$ cat config.mk
export PLATFORM = sky130hd
export DESIGN_NAME = mc_core
export DESIGN_NICKNAME = d
export VERILOG_FILES = /design/src/rtl/mc_core.sv
export SDC_FILE = /design/constraint.sdc
export NUM_CORES = 1
export LEC_CHECK = 0
export BUFFER_PORTS_ARGS = -buffer_cell sky130_fd_sc_hd__buf_2
export CORE_ASPECT_RATIO = 1.25
export CORE_MARGIN = 2
export CORE_UTILIZATION = 60
export CTS_BUF_LIST = sky130_fd_sc_hd__clkbuf_16
export DETAILED_ROUTE_END_ITERATION = 8
export PLACE_DENSITY = 0.82
export SYNTH_ARGS = -nofsm -noshare
export SYNTH_HDL_FRONTEND = slang
export SYNTH_SLANG_ARGS = --single-unit
$ cat constraint.sdc
create_clock -name clk -period 5 [get_ports clk]
set_input_delay 0.25 -clock clk [delete_from_list [all_inputs] [get_ports clk]]
set_output_delay 0.25 -clock clk [all_outputs]
set_load 0.02 [all_outputs]
$ cat src/rtl/mc_core.sv
// mc_core: parametrised multicycle core with FETCH/DECODE/EXEC/MEM
// sequencing and req/ack handshakes to instruction and data memories.
module mc_core #(
   parameter int DW   = 8,
   parameter int NREG = 8,
   parameter int PAW  = 8,
   parameter int DAW  = 8
) (
   input  logic           clk,
   input  logic           rst,
   output logic           imem_req,
   output logic [PAW-1:0] imem_addr,
   input  logic           imem_ack,
   input  logic [15:0]    imem_rdata,
   output logic           dmem_req,
   output logic           dmem_we,
   output logic [DAW-1:0] dmem_addr,
   output logic [DW-1:0]  dmem_wdata,
   input  logic           dmem_ack,
   input  logic [DW-1:0]  dmem_rdata,
   output logic           halted,
   output logic [PAW-1:0] pc_out
);

   localparam logic [4:0] OP_ADD  = 5'h01;
   localparam logic [4:0] OP_SUB  = 5'h02;
   localparam logic [4:0] OP_AND  = 5'h03;
   localparam logic [4:0] OP_OR   = 5'h04;
   localparam logic [4:0] OP_XOR  = 5'h05;
   localparam logic [4:0] OP_ADDI = 5'h06;
   localparam logic [4:0] OP_LDI  = 5'h07;
   localparam logic [4:0] OP_LD   = 5'h08;
   localparam logic [4:0] OP_ST   = 5'h09;
   localparam logic [4:0] OP_JMP  = 5'h0A;
   localparam logic [4:0] OP_BRZ  = 5'h0B;
   localparam logic [4:0] OP_BRC  = 5'h0C;
   localparam logic [4:0] OP_HALT = 5'h0D;

   typedef enum logic [2:0] {
      S_START,
      S_FETCH,
      S_DECODE,
      S_EXEC,
      S_MEM,
      S_HALT
   } state_t;

   state_t         state_q, state_d;
   logic [PAW-1:0] pc_q, pc_d;
   logic [15:0]    ir_q, ir_d;
   logic           z_q, z_d;
   logic           c_q, c_d;
   logic [DW-1:0]  regs_q [NREG];
   logic [DW-1:0]  regs_d [NREG];

   logic [4:0]     op;
   logic [2:0]     rd_idx;
   logic [2:0]     rs_idx;
   logic [DW-1:0]  k_dw;
   logic [PAW-1:0] k_pc;
   logic [DW-1:0]  rd_val;
   logic [DW-1:0]  rs_val;
   logic [DW-1:0]  alu_res;
   logic           alu_c;
   logic [DW:0]    sum;
   logic           is_alu;
   logic           is_mem;
   logic           is_halt;
   logic           is_exec;
   logic           wr_en;
   logic [DW-1:0]  wr_data;

   assign op     = ir_q[15:11];
   assign rd_idx = ir_q[10:8];
   assign rs_idx = ir_q[7:5];
   assign k_dw   = DW'(ir_q[7:0]);
   assign k_pc   = PAW'(ir_q[7:0]);

   assign is_alu  = (op == OP_ADD) || (op == OP_SUB) ||
                    (op == OP_AND) || (op == OP_OR) ||
                    (op == OP_XOR) || (op == OP_ADDI);
   assign is_mem  = (op == OP_LD) || (op == OP_ST);
   assign is_halt = (op == OP_HALT);
   assign is_exec = is_alu || (op == OP_LDI) || (op == OP_JMP) ||
                    (op == OP_BRZ) || (op == OP_BRC);

   assign imem_req   = (state_q == S_FETCH);
   assign imem_addr  = pc_q;
   assign dmem_req   = (state_q == S_MEM);
   assign dmem_we    = dmem_req && (op == OP_ST);
   assign dmem_addr  = rs_val[DAW-1:0];
   assign dmem_wdata = rd_val;
   assign halted     = (state_q == S_HALT);
   assign pc_out     = pc_q;

   // register read ports; indices beyond NREG read as zero
   always_comb begin
      rd_val = '0;
      rs_val = '0;
      for (int i = 0; i < NREG; i++) begin
         if (rd_idx == 3'(i)) rd_val = regs_q[i];
         if (rs_idx == 3'(i)) rs_val = regs_q[i];
      end
   end

   // ALU result and carry/borrow for the flag-setting ops
   always_comb begin
      alu_res = '0;
      alu_c   = 1'b0;
      sum     = '0;
      unique case (op)
         OP_ADD: begin
            sum     = {1'b0, rd_val} + {1'b0, rs_val};
            alu_res = sum[DW-1:0];
            alu_c   = sum[DW];
         end
         OP_SUB: begin
            alu_res = rd_val - rs_val;
            alu_c   = (rd_val < rs_val);
         end
         OP_AND: alu_res = rd_val & rs_val;
         OP_OR:  alu_res = rd_val | rs_val;
         OP_XOR: alu_res = rd_val ^ rs_val;
         OP_ADDI: begin
            sum     = {1'b0, rd_val} + {1'b0, k_dw};
            alu_res = sum[DW-1:0];
            alu_c   = sum[DW];
         end
         default: ;
      endcase
   end

   // sequencer: next state, PC, instruction latch, flags, write-back
   always_comb begin
      state_d = state_q;
      pc_d    = pc_q;
      ir_d    = ir_q;
      z_d     = z_q;
      c_d     = c_q;
      wr_en   = 1'b0;
      wr_data = '0;
      unique case (state_q)
         S_START: state_d = S_FETCH;
         S_FETCH: begin
            if (imem_ack) begin
               ir_d    = imem_rdata;
               pc_d    = pc_q + PAW'(1);
               state_d = S_DECODE;
            end
         end
         S_DECODE: begin
            unique case (1'b1)
               is_mem:  state_d = S_MEM;
               is_halt: state_d = S_HALT;
               is_exec: state_d = S_EXEC;
               default: state_d = S_FETCH;
            endcase
         end
         S_EXEC: begin
            state_d = S_FETCH;
            if (is_alu) begin
               wr_en   = 1'b1;
               wr_data = alu_res;
               z_d     = (alu_res == '0);
               c_d     = alu_c;
            end
            if (op == OP_LDI) begin
               wr_en   = 1'b1;
               wr_data = k_dw;
            end
            if (op == OP_JMP) pc_d = k_pc;
            if ((op == OP_BRZ) && z_q) pc_d = k_pc;
            if ((op == OP_BRC) && c_q) pc_d = k_pc;
         end
         S_MEM: begin
            if (dmem_ack) begin
               state_d = S_FETCH;
               if (op == OP_LD) begin
                  wr_en   = 1'b1;
                  wr_data = dmem_rdata;
               end
            end
         end
         S_HALT: ;
         default: state_d = S_START;
      endcase
   end

   // register file write; out-of-range indices are dropped
   always_comb begin
      for (int i = 0; i < NREG; i++) begin
         regs_d[i] = regs_q[i];
         if (wr_en && (rd_idx == 3'(i))) regs_d[i] = wr_data;
      end
   end

   // architectural state registers
   always_ff @(posedge clk or negedge rst) begin
      if (!rst) begin
         state_q <= S_START;
         pc_q    <= '0;
         ir_q    <= '0;
         z_q     <= 1'b0;
         c_q     <= 1'b0;
         for (int i = 0; i < NREG; i++) regs_q[i] <= '0;
      end else begin
         state_q <= state_d;
         pc_q    <= pc_d;
         ir_q    <= ir_d;
         z_q     <= z_d;
         c_q     <= c_d;
         for (int i = 0; i < NREG; i++) regs_q[i] <= regs_d[i];
      end
   end

endmodule

After elaboration in Yosys (flattened, before gate mapping)
Cells that the tools add are included.
Widths: inputs -> output; s select.

word-level totals
  register bits after elaboration = 93
  input bits = 28
  output and inout bits = 36
  logic and storage cells = 125

operators by class
  add/sub/neg operators = 4
  magnitude comparators = 1
  eq/ne operators = 35
  muxes and demuxes = 37
  bitwise operators = 4
  reductions and logical operators = 31

operators by type and width
  operator             number
  $mux 8               24
  $pmux 8 s6           1
  $pmux 8 s2           2
  $eq 3x3->1 const B   10
  $eq 5x4->1 const B   6
  $eq 5x3->1 const B   4
  $add 8x8->9          2
  $eq 3x2->1 const B   6
  $pmux 3 s5           1
  $logic_and 1x1->1    11
  $eq 5x2->1 const B   2
  $logic_or 1x1->1     10
  $eq 3x1->1 const B   3
  $logic_not 3->1      3
  $pmux 3 s3           1
  $add 8x1->8 const B  1
  $and 8x8->8          1
  $logic_not 8->1      1
  $lt 8x8->1           1
  $or 8x8->8           1
  $sub 8x8->8          1
  $xor 8x8->8          1
  $mux 3               2
  $reduce_and 3->1     2
  other kinds (10)     15

Depth between registers and ports, before layout
Gate-level depths: netlist of the first run.

  depth in word-level cells = 14
  gate-level depth with buffers = 18
  gate-level depth less buffers = 17

Worst setup path before layout of the first run
OpenSTA, ideal clock, no wires.

  kind = register to register
  from = register ir_q[5]
  to = register regs_q[22] (netlist name)
  data arrival time = 3998 ps
  path slack = 857 ps
  cell stages (with the launch flop) = 18
  path through = dfrtp_1 > clkbuf_1 > clkbuf_1 > nor2_1 > a21oi_1 > o21ai_0 > a21oi_1 > nor2_1 > a211o_1 > ha_1 > fa_1 > nor3_1 > nor3_1 > o31ai_1 > mux2i_1 > a41oi_1 > a21oi_1 > o21ai_0

between the ends
  longest elaborated chain between the ends = 14
  elaborated cells on any way between the ends = 26

RTL lines
  what                                        line      RTL
  from (decl)                                 50        logic [15:0] ir_q, ir_d;
  from (signal assigned)                      209       ir_q <= ir_d;
  $logic_not 3->1                             102       if (rs_idx == 3'(i)) rs_val = regs_q[i];
  $mux 8 (7 in a row)                         102
  $mux 8 *                                    102
  named net dmem_addr[0]                      17        output logic [DAW-1:0] dmem_addr,
  $sub 8x8->8 or $add 8x8->9 (tied branches)  118, 113
  $pmux 8 s6 *                                111       unique case (op)
  $mux 8 *                                    161       if (is_alu) begin
  $mux 8 *                                    167       if (op == OP_LDI) begin
  $pmux 8 s2 *                                142       unique case (state_q)
  to (decl)                                   53        logic [DW-1:0] regs_q [NREG];

Mark *: on every way through the listed nets, which the timed path passes. The rest lies on a longest branch.
A chain may end at the register's enable or synchronous reset.

Worst setup path in the final report of the first run
  from = register ir_q[6]
  to = register regs_q[5] (netlist name)

between the ends
  longest elaborated chain between the ends = 14
  elaborated cells on any way between the ends = 25

RTL lines
  what                                 line  RTL
  $logic_not 3->1                      102
  $mux 8 (7 in a row)                  102
  $mux 8 *                             102
  $sub 8x8->8 (tied with other cells)  118   alu_res = rd_val - rs_val;
  $pmux 8 s6 *                         111
  $mux 8 *                             161
  $mux 8 *                             167
  $pmux 8 s2 *                         142

Every way passes the cells marked *; elsewhere a longest branch is shown, timed or not.

==> results of run 1 <==
-- power by group through the flow --
stage	Sequential (mW)	Combinational, mW	Clock, mW
floorplan	0.784	0.0200	0
global placement	0.786	0.0490	0
detailed placement	0.787	0.0510	0
CTS	0.773	0.0520	0.703
global route	0.774	0.0575	0.735
finish	0.774	0.0511	0.695
-- area by class of cell --
cell class / count / area share, %
clock buffers: 9 / 3.14
well taps: 132 / 2.30
clock inverters: 7 / 1.03
multi-input cells: 556 / 54.0
inverters: 30 / 1.57
flip-flops and latches: 93 / 32.4
repair buffers: 73 / 5.51
-- worst reg2reg max path: stages (launching register included) --
cell,delay [ns]
dfrtp_1,0.59
buf_4,0.32
mux2i_1,0.28
nor2_1,0.06
a21oi_1,0.10
o21ai_0,0.13
a21oi_1,0.18
nor2_1,0.07
a211o_1,0.28
ha_1,0.42
nor4b_1,0.71
o41a_1,0.24
a32o_1,0.15
a41oi_1,0.15
a21oi_1,0.54
o21ai_0,0.19
-- stage by stage --
| step | hold WS (ns) | total power, mW | setup slack (ns) | utilization (%) | std cells |
|---|---|---|---|---|---|
| final | 0.0978 | 1.52 | 0.445 | 67.6 | 900 |
| after global routing | 0.123 | 1.57 | 0.174 | 67.6 | 900 |
| after CTS | 0.0978 | 1.53 | 0.434 | 67.6 | 900 |
| after detailed placement | 0.192 | 0.838 | 0.540 | 64.7 | 883 |
| after global placement | 0.188 | 0.835 | 0.626 | 64.7 | 883 |
| after floorplan | -0.0456 | 0.804 | 0.857 | - | 727 |
-- registers in the layout (all words and copies together) (netlist names) --
| name | count |
|---|---|
| regs_q | 64 |
| ir_q | 16 |
| imem_addr | 8 |
| state_q | 3 |
| c_q | 1 |
| z_q | 1 |
-- layer usage --
metal  GRT usage [%]  vias to the layer above  routed length (um)
met5               0                        -                   0
met4            20.3                        0                1100
met3            4.86                       93                1410
met2            54.6                      327                9240
met1            40.5                     2881                7160
li1                -                     2718                   -
-- layout by cell type, fill, tap and decap left out, types with 4 or more instances in the layout --
| cell type | instances |
|---|---|
| o211ai_1 | 4 |
| a21o_1 | 8 |
| a21oi_1 | 96 |
| or3_1 | 7 |
| nand2b_1 | 9 |
| nor2_1 | 87 |
| mux2i_1 | 9 |
| ha_1 | 36 |
| o221ai_1 | 4 |
| clkbuf_16 | 9 |
| inv_1 | 30 |
| buf_2 | 62 |
| nor4_1 | 4 |
| mux4_2 | 20 |
| and2_1 | 4 |
| o2bb2ai_1 | 4 |
| mux2_2 | 17 |
| buf_4 | 10 |
| nor2b_1 | 10 |
| a31oi_1 | 7 |
| o21ai_0 | 49 |
| a211o_1 | 6 |
| a2bb2oi_1 | 4 |
| nor3_1 | 6 |
| a211oi_1 | 12 |
| o21a_1 | 8 |
| o22a_1 | 7 |
| dfrtp_1 | 93 |
| and3_1 | 6 |
| a22oi_1 | 7 |
| nand3_1 | 14 |
| nand2_1 | 59 |
-- path summary, 6_finish.rpt --
kind / to / slack, ns / cells past startpoint
worst max-delay path: regs_q[5] / 0.45 / 15
worst min-delay path: ir_q[12] / 0.1 / 3
worst max register to register: regs_q[5] / 0.45 / 15
worst min register to register: regs_q[22] / 0.50 / 2
max in group asynchronous: regs_q[24] / 3.45 / 3
min in group asynchronous: z_q / 0.35 / 2
-- kinds of logic after synthesis --
family / share of synthesized area [%]
and+or+nand+nor: 16.5
buffers and inverters: 5.22
DFF: 35.6
xor gates and xnor gates: 0.402
AOI/OAI and AO/OA: 23.4
adders and majority gates: 7.80
muxes: 11.2
-- what timing repair did --
| item | in CTS | in global routing |
|---|---|---|
| hold buffers | 1 | 0 |
| resized for setup | 0 | 1 |
| hold endpoints to repair | 24 | 0 |
| endpoints found under the setup margin | 0 | 2 |
==> run metrics, run 1 <==
critical path fanouts, max 13; die width 97.4 um; fin area 0.00718 sq mm; largest net degree at the start of global routing 70; Comb pwr share 3.4%; First-pass DRT Iterations 6; Top FF cell, synth dfrtp_1; yosys warns 0; crit path kind flip-flop to flip-flop; DRT antenna net count 0; wire per inst 21.0 um; layout overhead on the synthesized area 9.70%; post-synthesis sequential area ratio 35.6%; Slowest cell on crit path nor4b_1; Critical Path Start Type flip-flop; Gate Count Post-Synth 727; first-pass GRT wire length 30.0 mm; fillers 846; Mapped Area 0.00654 sq mm; internal power 1.18 mW; count leader, synth a21oi_1; Port Buffers 63; Leak 3.28 nW; H-tree Lvls 3; Crit. End Element flip-flop; EDFF count, synth 0; Net Sw Frac 22.7%; synth unique cells 69; Setup Buffers After CTS 0; Min-Delay Path Class input port to flip-flop; placed inst area 0.00686 sq mm; vias in the first global route 5793; Tcrit/Tclk final 91.1%; fraction of power consumed by sequential logic 50.9%; Yosys reg bits 93; antenna cell count 0; VDD IR max 0.000229 V; die area 0.0118 sq mm; Critical Path Most Common Cell a21oi_1; top cells by area, synth dfrtp_1, a21oi_1, ha_1; ys async rst share 100%; Largest delay share family, worst path compound AO/OA/AOI/OAI gates; Worst-path clk slew 0.07 ns; Power Density 212 mW/mm^2; Root Buffer clkbuf_16; RSZ-0062 raised after global routing no; Least-Margin Pin Slew 1.07 ns; std cell rows 42; Reg-to-Reg Start ir_q[6]; Final HPWL DP 14.0 mm; grt ovf 0; Setup crit start ir_q[6]; Total Wirelength 18.9 mm; TritonCTS clock tree built; switching power total 345 uW; Core ar. 0.0106 sq mm; crit path DAT 4.76 ns; min-delay src imem_rdata[12]; Final Hold Fails 0; GRT Resource Usage Total 32.9%; Clk pwr share 45.7%; share of layout cells above drive strength 1 18.6%; maximum achievable frequency 0.220 GHz; CP Buf/Inv Count 1; # IOs 64; final setup skew 0.00898 ns; initial antenna violation count 0; outcome finished clean; DR iter-0 viols 496; drt drc 0; maxcap violations 0; register area 0.00233 sq mm; syn_area_per_cell 9.00 sq um; WP data required 5.21 ns; critical-path cell list buf_4, mux2i_1, nor2_1, a21oi_1, o21ai_0, a21oi_1, nor2_1, a211o_1, ha_1, nor4b_1, o41a_1, a32o_1, a41oi_1, a21oi_1, o21ai_0; RD Place Congestion 0.938; syn nets 794; sinks on the clock net 93; Max Slew Vio Count 0; clock tree buffer depth 2; CTS Buf Count 9; Slew HR 28.0%; worst skew pair latency 0.35 ns; Layout Nets 830; CP max stage delay 0.71 ns; via density per instance 6.69; Die Y 121 um; Synth top area share 35.6%; final setup vio count 0; Commonest cells post-synth a21oi_1, dfrtp_1, nor2_1; setup TNS 0 ns; post-synth top area cell dfrtp_1; initial core utilization 61.6%; Multi-input gate area 0.00388 sq mm; Vias 6019; Final min period 4.55 ns
Power figures use the tool's default switching activity.
==> run 2, diff against run 1 <==
--- a/config.mk
+++ b/config.mk
@@ -5,13 +5,14 @@
 export SDC_FILE = /design/constraint.sdc
 export NUM_CORES = 1
 export LEC_CHECK = 0
+export ABC_AREA = 1
 export BUFFER_PORTS_ARGS = -buffer_cell sky130_fd_sc_hd__buf_2
 export CORE_ASPECT_RATIO = 1.25
 export CORE_MARGIN = 2
-export CORE_UTILIZATION = 60
+export CORE_UTILIZATION = 61
 export CTS_BUF_LIST = sky130_fd_sc_hd__clkbuf_16
 export DETAILED_ROUTE_END_ITERATION = 8
-export PLACE_DENSITY = 0.82
+export PLACE_DENSITY = 0.83
 export SYNTH_ARGS = -nofsm -noshare
 export SYNTH_HDL_FRONTEND = slang
 export SYNTH_SLANG_ARGS = --single-unit
==> constraint.sdc (replaced) <==
create_clock -name clk -period 5.2 [get_ports clk]
set_input_delay 0.26 -clock clk [delete_from_list [all_inputs] [get_ports clk]]
set_output_delay 0.26 -clock clk [all_outputs]
set_load 0.02 [all_outputs]
==> run metrics, run 2 <==
outcome finished clean; Commonest cells post-synth nand2_1, inv_1, nor2_1; initial core utilization 62.9% (+1.3 points); final setup vio count 0 (unchanged); yosys warns 0 (unchanged); EDFF count, synth 0 (unchanged); Critical Path Stages 16 (+1); first-pass GRT wire length 32.3 mm (+7.4%); min-delay src imem_rdata[4]; reg-to-reg slack, setup 1.27 ns (+0.82 ns); top cells by area, synth dfrtp_1, nand2_1, inv_1; count leader, synth nand2_1; Worst Hold End ir_q[4]; commonest non-fill, non-tap cell in the layout nand2_1; CTS Hold Bufs 1 (unchanged); Reg-to-Reg Start ir_q[7]; reg2reg path depth 16 (+1); DRT antenna net count 0 (unchanged); Power Density 705 mW/mm^2 (+230%); DR iter-0 viols 717 (+45%); die area 0.0118 sq mm (+0.38%); Yosys reg bits 93 (unchanged); syn nets 1055 (+33%); syn_area_per_cell 6.76 sq um (-25%); worst skew pair latency 0.35 ns (about the same); Gate Count Post-Synth 988 (+36%); Crit. End Element flip-flop; CP Buf/Inv Count 2 (+1); TritonCTS clock tree built; Final min period 3.93 ns (-0.620 ns); Layout Nets 1110 (+34%); CP max stage delay 0.48 ns (-0.23 ns); GRT Resource Usage Total 34.1% (+1.2 points); setup TNS 0 ns (unchanged); crit path DAT 4.12 ns (-0.64 ns); Reg with most FFs regs_q; drt drc 0 (unchanged); hold path depth 2 (-1); antenna cell count 0 (unchanged); WP data required 5.39 ns (+0.18 ns); Root Buffer clkbuf_16; First-pass DRT Iterations 6 (unchanged); Largest delay share family, worst path compound AO/OA/AOI/OAI gates; Final Hold Fails 0 (unchanged); std cell rows 42 (unchanged); final setup skew 0.00759 ns (-0.00140 ns); WL met1 7.64 mm (+6.7%); VDD IR max 0.000315 V (+37%); Slew HR 26.3% (-1.7 points); initial antenna violation count 0 (unchanged); via density per instance 5.81 (-13%); Synth top area share 34.9% (-0.72 points); fillers 940 (+11%); layout overhead on the synthesized area 10.5%; H-tree Lvls 3 (unchanged); Final HPWL DP 15.2 mm (+8.6%); critical path fanouts, max 7 (-6); # IOs 64 (unchanged); Mapped Area 0.00668 sq mm (+2.1%); Worst-path clk slew 0.07 ns (about the same); met3 wire len 1.09 mm (-23%); crit path kind flip-flop to flip-flop; maxcap violations 0 (unchanged); number of flip-flops in the largest register 64 (unchanged); CTS Buf Count 9 (unchanged); grt ovf 0 (unchanged); wire per inst 16.5 um (-21%); ys async rst share 100% (unchanged); Vias 6845 (+14%); Least-Margin Pin Slew 1.10 ns (+0.0273 ns); die width 97.6 um (+0.19%); reg2reg end regs_q[2]; Die Y 121 um (+0.19%); Tcrit/Tclk final 75.7% (-15 points); most frequent cells in the layout nand2_1, inv_1, nor2_1, dfrtp_1, a21oi_1; synth unique cells 38 (-45%); max layer used met4; Leak 3.95 nW (+20%); vias in the first global route 6519 (+13%); share of layout cells above drive strength 1 10.1% (-8.5 points); Port Buffers 63 (unchanged); Core ar. 0.0106 sq mm (unchanged); Slowest cell on crit path dfrtp_1; RD Place Congestion 1.03 (+9.5%); Total Wirelength 19.5 mm (+2.9%); Top FF cell, synth dfrtp_1; post-synth top area cell dfrtp_1; clock tree buffer depth 2 (unchanged); RSZ-0062 raised after global routing no; Min-Delay Path Class input port to flip-flop; Max Slew Vio Count 0 (unchanged); post-synthesis sequential area ratio 34.9% (-0.72 points); Critical Path Most Common Cell nand2_1; Setup Buffers After CTS 0 (unchanged); routed length on met2 9.57 mm (+3.6%); Placed Instances 1163 (+32%); Critical Path Start Type flip-flop; largest net degree at the start of global routing 52 (-26%); post-CTS sizing 0 (unchanged); Finished Layout Cells 1179 (+31%); maximum achievable frequency 0.254 GHz (+16%); sinks on the clock net 93 (unchanged); critical-path cell list inv_1, nand3_1, o2111ai_1, o21ai_0, a22oi_1, inv_1, fa_1, nor2_1, xor2_1, o22ai_1, nor2_1, nand2_1, o211ai_1, nand2_1, nand2_1, o21ai_1
-- run 2: worst max path at each step --
stage	slack, ns	to	startpoint
2_1_floorplan	1.66	regs_q[2]	ir_q[6]
3_3_place_gp	1.42	regs_q[62]	ir_q[7]
3_5_place_dp	1.44	regs_q[2]	ir_q[7]
4_1_cts	1.36	regs_q[2]	ir_q[7]
5_1_grt	0.95	regs_q[23]	ir_q[10]
6_report	1.27	regs_q[2]	ir_q[7]
-- run 2: metrics by stage --
step	cell area, sq um	hold slack, ns	util (%)	worst slack [ns]	power (mW)
3_3_place_gp	7080	0.315	66.7	1.42	4.42
4_1_cts	7380	0.146	69.5	1.36	5.14
2_1_floorplan	6680	-0.0356	-	1.66	3.59
3_5_place_dp	7080	0.320	66.7	1.44	4.48
6_report	7380	0.148	69.5	1.27	5.20
5_1_grt	7380	0.163	69.5	0.948	5.67
-- run 2: final cells by class --
cell class / instances / area [sq um] / share of cell area (%)
Timing Repair Buffer: 73 / 395 / 5.36
Tap cell: 132 / 165 / 2.24
Inverter: 142 / 533 / 7.23
Sequential cell: 93 / 2330 / 31.5
Multi-Input combinational cell: 724 / 3670 / 49.7
Clock buffer: 9 / 225 / 3.05
Clock inverter: 6 / 65.1 / 0.882
-- run 2: logic make-up after synthesis --
kind of cell	Yosys count	synth area share, %
AOI/OAI and AO/OA	193	16.5
buffers and inverters	171	10.2
DFF	93	34.9
xor gates and xnor gates	4	0.525
muxes	2	0.337
and+or+nand+nor	486	29.9
adders and majority gates	39	7.65
-- run 2: metal layers --
metal / GRT usage, % / vias up
li1: - / 3327
met1: 41.8 / 3109
met2: 57.9 / 328
met3: 3.97 / 81
met4: 20.3 / 0
met5: 0 / -
-- run 2: report_power, final --
part           switching (mW)  internal (mW)
Combinational            2.34           1.11
Sequential              0.192          0.905
Clock                   0.279          0.370
Total                    2.81           2.39
==> run 3, diff against run 2 <==
==> constraint.sdc (replaced) <==
create_clock -name clk -period 3.81 [get_ports clk]
set_input_delay 0.1905 -clock clk [delete_from_list [all_inputs] [get_ports clk]]
set_output_delay 0.1905 -clock clk [all_outputs]
set_load 0.02 [all_outputs]
==> run metrics, run 3 (synthesized netlist as in run 2, its figures left out) <==
CP max stage delay 0.53 ns (+0.05 ns); CP Buf/Inv Count 5 (+3); # IOs 64 (unchanged); placed inst area 0.00722 sq mm (+2.0%); critical path fanouts, max 8 (+1); Comb pwr share 68.4% (+2.0 points); largest net degree at the start of global routing 76 (+46%); grt ovf 0 (unchanged); vias in the first global route 6540 (+0.32%); reg2reg path depth 21 (+5); Final HPWL DP 15.4 mm (+1.5%); Min-Delay Path Class input port to async pin; Vias 7097 (+3.7%); CTS Hold Bufs 0 (-1); share of layout cells above drive strength 1 14.6% (+4.5 points); Worst-path clk slew 0.07 ns (about the same); Least-Margin Pin Slew 0.981 ns (-0.120 ns); Die Y 121 um (unchanged); CTS Buf Count 9 (unchanged); via density per instance 5.89 (+1.4%); drt drc 0 (unchanged); reg2reg end regs_q[1]; crit path DAT 3.86 ns (-0.26 ns); crit path kind flip-flop to flip-flop; Final Hold Fails 2 (+2); number of flip-flops in the largest register 64 (unchanged); DR iter-0 viols 664 (-7.4%); Slowest cell on crit path fa_1; Port Buffers 63 (unchanged); Largest delay share family, worst path simple AND/OR/NAND/NOR gates; Crit. End Element flip-flop; internal power 3.55 mW (+49%); GRT Resource Usage Total 34.1% (about the same); failing checks hold timing; Max Slew Vio Count 0 (unchanged); clock tree buffer depth 2 (unchanged); wire per inst 16.7 um (+1.3%); Layout Nets 1136 (+2.3%); fraction of power consumed by sequential logic 19.9% (-1.2 points); outcome finished with violations; Critical Path Most Common Cell nand2_1; maxcap violations 0 (unchanged); Slew HR 34.5% (+8.1 points); Clk pwr share 11.8% (-0.7 points); VDD IR max 0.000523 V (+66%); Final min period 3.64 ns (-0.298 ns); sinks on the clock net 93 (unchanged); TritonCTS clock tree built; Core ar. 0.0106 sq mm (unchanged); Leak 4.05 nW (+2.7%); layout overhead on the synthesized area 14.7%; WP data required 4.03 ns (-1.36 ns); die area 0.0118 sq mm (unchanged); register area 0.00233 sq mm (+0.11%); Total Wirelength 20.1 mm (+3.5%); fillers 935 (-0.53%); Tcrit/Tclk final 95.5% (+20 points); Reg-to-Reg Start ir_q[7]; critical-path cell list buf_4, nor3_1, buf_4, nand2_1, o221ai_1, a21oi_1, o2111ai_1, nand2_1, inv_1, ha_2, inv_1, fa_1, inv_1, nand2_1, nand3_1, nor2_1, nand2_1, o211ai_1, nand2_2, nand2_1, o21ai_1; RSZ-0062 raised after global routing yes; initial core utilization 62.9% (unchanged); DRT antenna net count 0 (unchanged); maximum achievable frequency 0.275 GHz (+8.2%); fin area 0.00766 sq mm (+3.8%); commonest non-fill, non-tap cell in the layout nand2_1; first-pass GRT wire length 32.2 mm (about the same); antenna cell count 0 (unchanged); First-pass DRT Iterations 6 (unchanged); most frequent cells in the layout nand2_1, inv_1, nor2_1, dfrtp_1, a21oi_1; worst skew pair latency 0.34 ns (about the same); final setup vio count 0 (unchanged); total chip power 7.54 mW (+45%); switching power total 4.00 mW (+42%); Critical Path Start Type flip-flop; std cell rows 42 (unchanged); final setup skew 0.00876 ns (+0.00117 ns); initial antenna violation count 0 (unchanged); Reg with most FFs regs_q; Power Density 985 mW/mm^2 (+40%); die width 97.6 um (unchanged); RD Place Congestion 0.971 (-5.5%); Multi-input gate area 0.00375 sq mm (+2.2%); final hold slack -0.00587 ns (-0.154 ns); H-tree Lvls 3 (unchanged); Root Buffer clkbuf_16; Net Sw Frac 53.0% (-1.1 points); reg-to-reg slack, setup 0.17 ns (-1.09 ns)
run 3: changes by cell type in the layout (fill, tap and decap cells not counted), sizes merged:
cell,delta
buf,+27
dlygate4sd3,-1
clkinvlp,+3
inv,-3
run 3: layout make-up:
| type | instances | area share [%] |
|---|---|---|
| Tap cell | 132 | 2.16 |
| Clock inverter | 6 | 0.850 |
| Sequential cell | 93 | 30.4 |
| Inverter | 142 | 7.01 |
| Timing Repair Buffer | 99 | 7.68 |
| Multi-Input combinational cell | 724 | 48.9 |
| Clock buffer | 9 | 2.94 |
run 3: worst max-delay path by stage:
stage / start / to / slack, ns / cells past startpoint
after global routing: ir_q[6] / regs_q[39] / -0.02 / 22
final: ir_q[7] / regs_q[1] / 0.17 / 21
after floorplan: ir_q[6] / regs_q[2] / 0.27 / 16
after global placement: ir_q[7] / regs_q[38] / 0.05 / 22
after CTS: ir_q[7] / regs_q[41] / 0.05 / 19
after detailed placement: ir_q[7] / regs_q[38] / -0.06 / 22
run 3: power groups by stage:
| stage | logic, mW | clock network, mW | registers, mW |
|---|---|---|---|
| floorplan | 3.43 | 0 | 1.47 |
| global placement | 4.83 | 0 | 1.50 |
| detailed placement | 4.87 | 0 | 1.50 |
| CTS | 4.90 | 0.886 | 1.49 |
| global route | 5.70 | 0.934 | 1.53 |
| finish | 5.16 | 0.887 | 1.50 |
run 3: timing repair:
item | in CTS | in global routing
pin swaps | 0 | 1
resized for setup | 3 | 23
setup buffers | 0 | 8
endpoints found under the setup margin | 8 | 44
run 3: metrics by stage:
stage | utilization [%] | TNS [ns] | std cells | hold slack [ns] | setup WS, ns
finish | 72.1 | 0 | 1205 | -0.00587 | 0.173
global route | 72.1 | -0.0403 | 1205 | 0.0646 | -0.0188
CTS | 70.8 | 0 | 1197 | 0.0324 | 0.0505
detailed placement | 68.0 | -0.337 | 1182 | 0.393 | -0.0608
global placement | 68.0 | 0 | 1182 | 0.387 | 0.0503
floorplan | - | 0 | 988 | -0.105 | 0.273
run 3: layer usage:
metal | part of all wire (%) | wire (um) | track usage (%) | vias to the layer above
met2 | 50 | 10200 | 60.6 | 334
li1 | - | - | - | 3369
met1 | 39 | 7920 | 41.3 | 3310
met3 | 5.5 | 1120 | 4.61 | 84
met5 | 0 | 0 | 0 | -
met4 | 4.7 | 954 | 15.1 | 0
